File: src/rtl/pwm_multi_channel.sv
// pwm_multi_channel: parametrised multi-channel PWM generator.
// Duty values are written to a pending bank and copied into the active bank
// only at period boundaries, so a channel never shows a truncated pulse.
// Optional feature macro: PWM_CENTER_ALIGN_EN adds a mode register at 0x81
// that selects center-aligned (up/down) counting. Without it the block is
// edge-aligned only and address 0x81 is ignored.
module pwm_multi_channel #(
  parameter int CHANNELS      = 16,
  parameter int RES_BITS      = 8,
  parameter int PRESCALE_BITS = 12,
  parameter int PRESCALE_RST  = 12
) (
  input  logic                clk,
  input  logic                rst_n,
  input  logic                wr_en,
  input  logic [7:0]          wr_addr,
  input  logic [15:0]         wr_data,
  input  logic [CHANNELS-1:0] out_en,
  input  logic [CHANNELS-1:0] pwm_en,
  output logic [CHANNELS-1:0] out,
  output logic                period_start
);

  localparam logic [7:0]          ADDR_PRESCALE = 8'h80;
  localparam logic [RES_BITS-1:0] CNT_MAX       = '1;
  localparam logic [RES_BITS-1:0] CNT_ONE       = RES_BITS'(1);

  logic [PRESCALE_BITS-1:0] prescale_div;
  logic [PRESCALE_BITS-1:0] pre_cnt;
  logic [RES_BITS-1:0]      cnt;
  logic [RES_BITS-1:0]      pending [CHANNELS];
  logic [RES_BITS-1:0]      active  [CHANNELS];
  logic [RES_BITS-1:0]      duty_data;
  logic [CHANNELS-1:0]      duty_wr;
  logic [CHANNELS-1:0]      pwm_raw;
  logic                     tick;
  logic                     boundary;
  logic                     prescale_wr;
  logic                     unused_wr_data;

  // Upper write-data bits beyond the register widths are intentionally ignored.
  assign unused_wr_data = ^wr_data;

  assign duty_data   = wr_data[RES_BITS-1:0];
  assign prescale_wr = wr_en && (wr_addr == ADDR_PRESCALE);
  assign tick        = (pre_cnt == prescale_div);

  // Decode duty-register writes: one strobe per channel address.
  always_comb begin
    duty_wr = '0;
    for (int i = 0; i < CHANNELS; i++) begin
      duty_wr[i] = wr_en && (wr_addr == 8'(i));
    end
  end

  // Prescaler: counts 0..P and ticks when it reaches P; a write restarts it.
  always_ff @(posedge clk or negedge rst_n) begin
    if (!rst_n) begin
      prescale_div <= PRESCALE_BITS'(PRESCALE_RST);
      pre_cnt      <= '0;
    end else if (prescale_wr) begin
      prescale_div <= wr_data[PRESCALE_BITS-1:0];
      pre_cnt      <= '0;
    end else if (tick) begin
      pre_cnt <= '0;
    end else begin
      pre_cnt <= pre_cnt + PRESCALE_BITS'(1);
    end
  end

`ifdef PWM_CENTER_ALIGN_EN
  localparam logic [7:0] ADDR_MODE = 8'h81;

  typedef enum logic {DIR_UP, DIR_DOWN} dir_t;

  dir_t dir;
  logic mode_pending;
  logic mode_active;
  logic mode_wr;

  assign mode_wr  = wr_en && (wr_addr == ADDR_MODE);
  assign boundary = tick && (mode_active ? ((dir == DIR_DOWN) && (cnt == CNT_ONE))
                                         : (cnt == CNT_MAX));

  // Mode register is shadowed and only switches counting style at a boundary.
  always_ff @(posedge clk or negedge rst_n) begin
    if (!rst_n) begin
      mode_pending <= 1'b0;
      mode_active  <= 1'b0;
    end else begin
      if (mode_wr) mode_pending <= wr_data[0];
      if (boundary) mode_active <= mode_wr ? wr_data[0] : mode_pending;
    end
  end

  // Period counter: wraps in edge mode, bounces max -> 1 -> 0 in center mode.
  always_ff @(posedge clk or negedge rst_n) begin
    if (!rst_n) begin
      cnt <= '0;
      dir <= DIR_UP;
    end else if (tick) begin
      if (!mode_active) begin
        cnt <= cnt + CNT_ONE;
        dir <= DIR_UP;
      end else if (dir == DIR_UP) begin
        if (cnt == CNT_MAX) begin
          cnt <= cnt - CNT_ONE;
          dir <= DIR_DOWN;
        end else begin
          cnt <= cnt + CNT_ONE;
        end
      end else begin
        if (cnt == CNT_ONE) dir <= DIR_UP;
        cnt <= cnt - CNT_ONE;
      end
    end
  end
`else
  assign boundary = tick && (cnt == CNT_MAX);

  // Period counter: free-running wrap-around count advanced by the prescaler.
  always_ff @(posedge clk or negedge rst_n) begin
    if (!rst_n) begin
      cnt <= '0;
    end else if (tick) begin
      cnt <= cnt + CNT_ONE;
    end
  end
`endif

  // Duty banks: pending takes writes, active reloads at each boundary with bypass.
  always_ff @(posedge clk or negedge rst_n) begin
    if (!rst_n) begin
      for (int i = 0; i < CHANNELS; i++) begin
        pending[i] <= '0;
        active[i]  <= '0;
      end
    end else begin
      for (int i = 0; i < CHANNELS; i++) begin
        if (duty_wr[i]) pending[i] <= duty_data;
        if (boundary) active[i] <= duty_wr[i] ? duty_data : pending[i];
      end
    end
  end

  // Compare each active duty against the counter; all-ones forces a solid high.
  always_comb begin
    pwm_raw = '0;
    for (int i = 0; i < CHANNELS; i++) begin
      pwm_raw[i] = (active[i] == CNT_MAX) || (cnt < active[i]);
    end
  end

  // Register the pin outputs and the boundary pulse.
  always_ff @(posedge clk or negedge rst_n) begin
    if (!rst_n) begin
      out          <= '0;
      period_start <= 1'b0;
    end else begin
      out          <= out_en & ((pwm_en & pwm_raw) | ~pwm_en);
      period_start <= boundary;
    end
  end

endmodule

File: config.mk
export PLATFORM = sky130hd
export DESIGN_NAME = pwm_multi_channel
export DESIGN_NICKNAME = d
export VERILOG_FILES = /design/src/rtl/pwm_multi_channel.sv
export SDC_FILE = /design/constraint.sdc
export NUM_CORES = 1
export LEC_CHECK = 0
export ABC_CLOCK_PERIOD_IN_PS = 6340
export CORE_ASPECT_RATIO = 0.5
export CORE_MARGIN = 2
export CORE_UTILIZATION = 63
export DETAILED_ROUTE_END_ITERATION = 7
export GPL_ROUTABILITY_DRIVEN = 0
export PLACE_DENSITY = 0.92
export SYNTH_ARGS = -nofsm -noshare
export SYNTH_HDL_FRONTEND = slang
export SYNTH_SLANG_ARGS = --single-unit
export TNS_END_PERCENT = 1
File: constraint.sdc
create_clock -name clk -period 6.34 [get_ports clk]
set_input_delay 0.634 -clock clk [delete_from_list [all_inputs] [get_ports clk]]
set_output_delay 0.634 -clock clk [all_outputs]
set_load 0.03 [all_outputs]
==> results_dict.tcl <==
set metrics [dict create \
    seq_area_frac_synth_pct 51.9 \
    num-fill-cells 1226 \
    die_x_um 220 \
    antenna_found_initial 0 \
    arrival_ns 3.74 \
    first_global_vias 10700 \
    crit_cells 5 \
    clk_latency_ns 0.55 \
    cap_violations 0 \
    grt_start_max_net_pins 169 \
    ir_drop_mv 0.159 \
    firstDrtPassIters 6 \
    tightest_slew_ns 1.31 \
    slew_violations 0 \
    grt_pass1_wl_um 56500 \
    powerDensity_nw_per_um2 314 \
    p_sw_mw 1.64 \
    slowest_stage "nand4_1" \
    ant_nets 0 \
    leakagePower_nw 8.09 \
    critPathMaxStageDelay_ns 0.95 \
    synthesis.area_um2 14700 \
    pwr-share-clk_pct 31.2 \
    dpl_worst_slack_ns 2.57 \
    clk_pin_slew_ns 0.07 \
    drt_iter0_drc 867 \
    clkSinkCount 305 \
    period_share_pct 52.6 \
    final_hold_viol_count 0 \
    ctsLongestPathBuffers 3 \
    cts_buffers 26 \
    r2r_cells 2 \
    grt_usage_pct 29.6 \
    fp-row-count 39 \
    seqCellArea_um2 7630 \
    cp-end-kind "flip-flop" \
    setup_viol 0 \
    drcViolationCount 0 \
    clockRootBuffer "clkbuf_16" \
    synth.largest_area_cell "dfrtp_1" \
    worst-path-buf-inv 1 \
    place_area_um2 15800 \
    syn2layout_area_growth_pct 12.9 \
    swShare_pct 31.4 \
    dr_total_vias 9873 \
    worstSetupStartpointType "input pin" \
    wl_um 35500 \
    postCtsSetupBuffers 0 \
    status "finished clean" \
    final_common_cell "dfrtp_1" \
    min_period_ns 3.33 \
    initial_core_util_pct 64.3 \
    slew_headroom_pct 12.6 \
    multi_input_area_um2 6500 \
    skew_ns 0.0199 \
    rsz0062_at_grt "false" \
    ys_types 40 \
    synthArstFlopShare_pct 100 \
    dp_hpwl_um 20600 \
    critPathKind "input pin to flip-flop" \
    internal_power_mw 3.58 \
    htreeDepth 1 \
    drive_above_1_share_pct 24.3 \
    synth_top_area_share_pct 51.6 \
    cts_tree "built" \
    synth_flop_cell "dfrtp_1" \
    synth_nets 1326 \
    fp.dieH_um 112 \
    hold_class "input pin to asynchronous set/reset pin" \
    layout_common_cells "dfrtp_1 (303), mux2_2 (248), inv_1 (117)" \
    crit_family "simple AND/OR/NAND/NOR gates" \
    ctsHoldBuffers 0 \
    power_frac_comb_pct 26.2 \
    r2r_slack_ns 3.35 \
    synth_cells 1153 \
    pin_count 76 \
    ys_warn_count 0 \
    overflow 0 \
    wl_per_cell_um 22.8 \
    required_ns 6.74 \
    postLayoutCellArea_um2 16600 \
    setup_slack_ns 3.01 \
    crit_chain "clkdlybuf4s50_1, nor4b_2, nand4_1, nand2_1, nor2_1" \
    port_buffers 71 \
    synth_edf_count 0 \
    dieArea_um2 24700 \
    fmax_mhz 300 \
    viasPerCell 6.36 \
    setup-tns-final_ns 0 \
    nNetsFinal 1403 \
    core_um2 22900 \
    path_max_fanout 14 \
    avgSynthCellArea_um2 12.8 \
    ys_seq_elements 305 \
    yosys-top-cells-area "dfrtp_1 (52%), mux2_2 (19%), ha_1 (9.7%)" \
    post_cts_resized 0 \
    seqPwrFrac_pct 42.6 \
]
==> routing by layer <==
| layer | wire, um | track usage, % |
|---|---|---|
| met5 | 0 | 0 |
| met4 | 1700 | 13.2 |
| met3 | 2590 | 5.80 |
| met2 | 17200 | 49.9 |
| met1 | 14000 | 37.5 |
==> power by group through the flow <==
stage / combinational [mW] / clock [mW] / sequential (mW)
after detailed placement: 1.30 / 0 / 2.25
after global placement: 1.18 / 0 / 2.25
after global routing: 1.49 / 1.71 / 2.23
final: 1.37 / 1.63 / 2.22
after CTS: 1.35 / 1.63 / 2.22
after floorplan: 0.713 / 0 / 2.31
==> layout make-up <==
type	instances	area share, %
antenna	1	0.0151
clock buffer	36	4.57
clock inverter	7	0.528
inverter	117	2.65
multi-input combinational	702	39.2
sequential	305	46.0
tap	307	2.31
timing repair buffer	78	4.78
==> worst paths after layout <==
kind,startpoint,end
worst max-delay path,wr_addr[5],pre_cnt[4]
worst min-delay path,rst_n,active[70]
worst max register to register,cnt[2],active[87]
worst min register to register,pending[74],pending[74]
max in group asynchronous,rst_n,active[112]
min in group clk,pending[74],pending[74]
==> registers in the layout (all words and copies together) (netlist names) <==
register and flops:
pre_cnt 12, pending 128, period_start 1, cnt 8, active 128, out 16, prescale_div 12
==> cells in the mapped netlist (5+ instances only) <==
cell and instances:
dfrtp_1 303, mux2_2 248, inv_1 117, ha_1 114, nand4_1 47, o21ai_0 32
nor2_1 25, nand2_1 22, mux2_1 20, xor2_1 20, nand3_1 17, a21o_1 16
a21oi_1 16, nand2b_1 16, o21a_1 16, and3_1 14, clkbuf_1 14, nor3_1 11
buf_2 10, xnor2_1 9, a2111oi_0 8, a211oi_1 8, a221oi_1 8, o211ai_1 8
o21bai_1 8, nor4_1 5
==> cell families after synthesis <==
group | Yosys count | share of synthesized area [%]
AOI/OAI and AO/OA | 120 | 5.45
muxes | 268 | 20.5
DFF | 305 | 51.9
and+or+nand+nor | 171 | 6.82
xor gates and xnor gates | 29 | 1.73
adders and majority gates | 114 | 9.70
buffers and inverters | 146 | 3.86
==> stage by stage <==
step           util, %  power, mW  instances  hold WS, ns
3_5_place_dp      68.8       3.55       1509        0.479
4_1_cts           72.5       5.19       1552        0.252
2_1_floorplan        -       3.02       1153        0.338
5_1_grt           72.5       5.42       1552        0.293
6_report          72.5       5.21       1553        0.189
3_3_place_gp      68.8       3.43       1509        0.474
==> worst register-to-register path: stages, from the launching register on <==
cell	delay, ns
dfrtp_1	1.17
nand4_2	1.07
mux2_2	0.62
(Power assumes the default switching activity.)
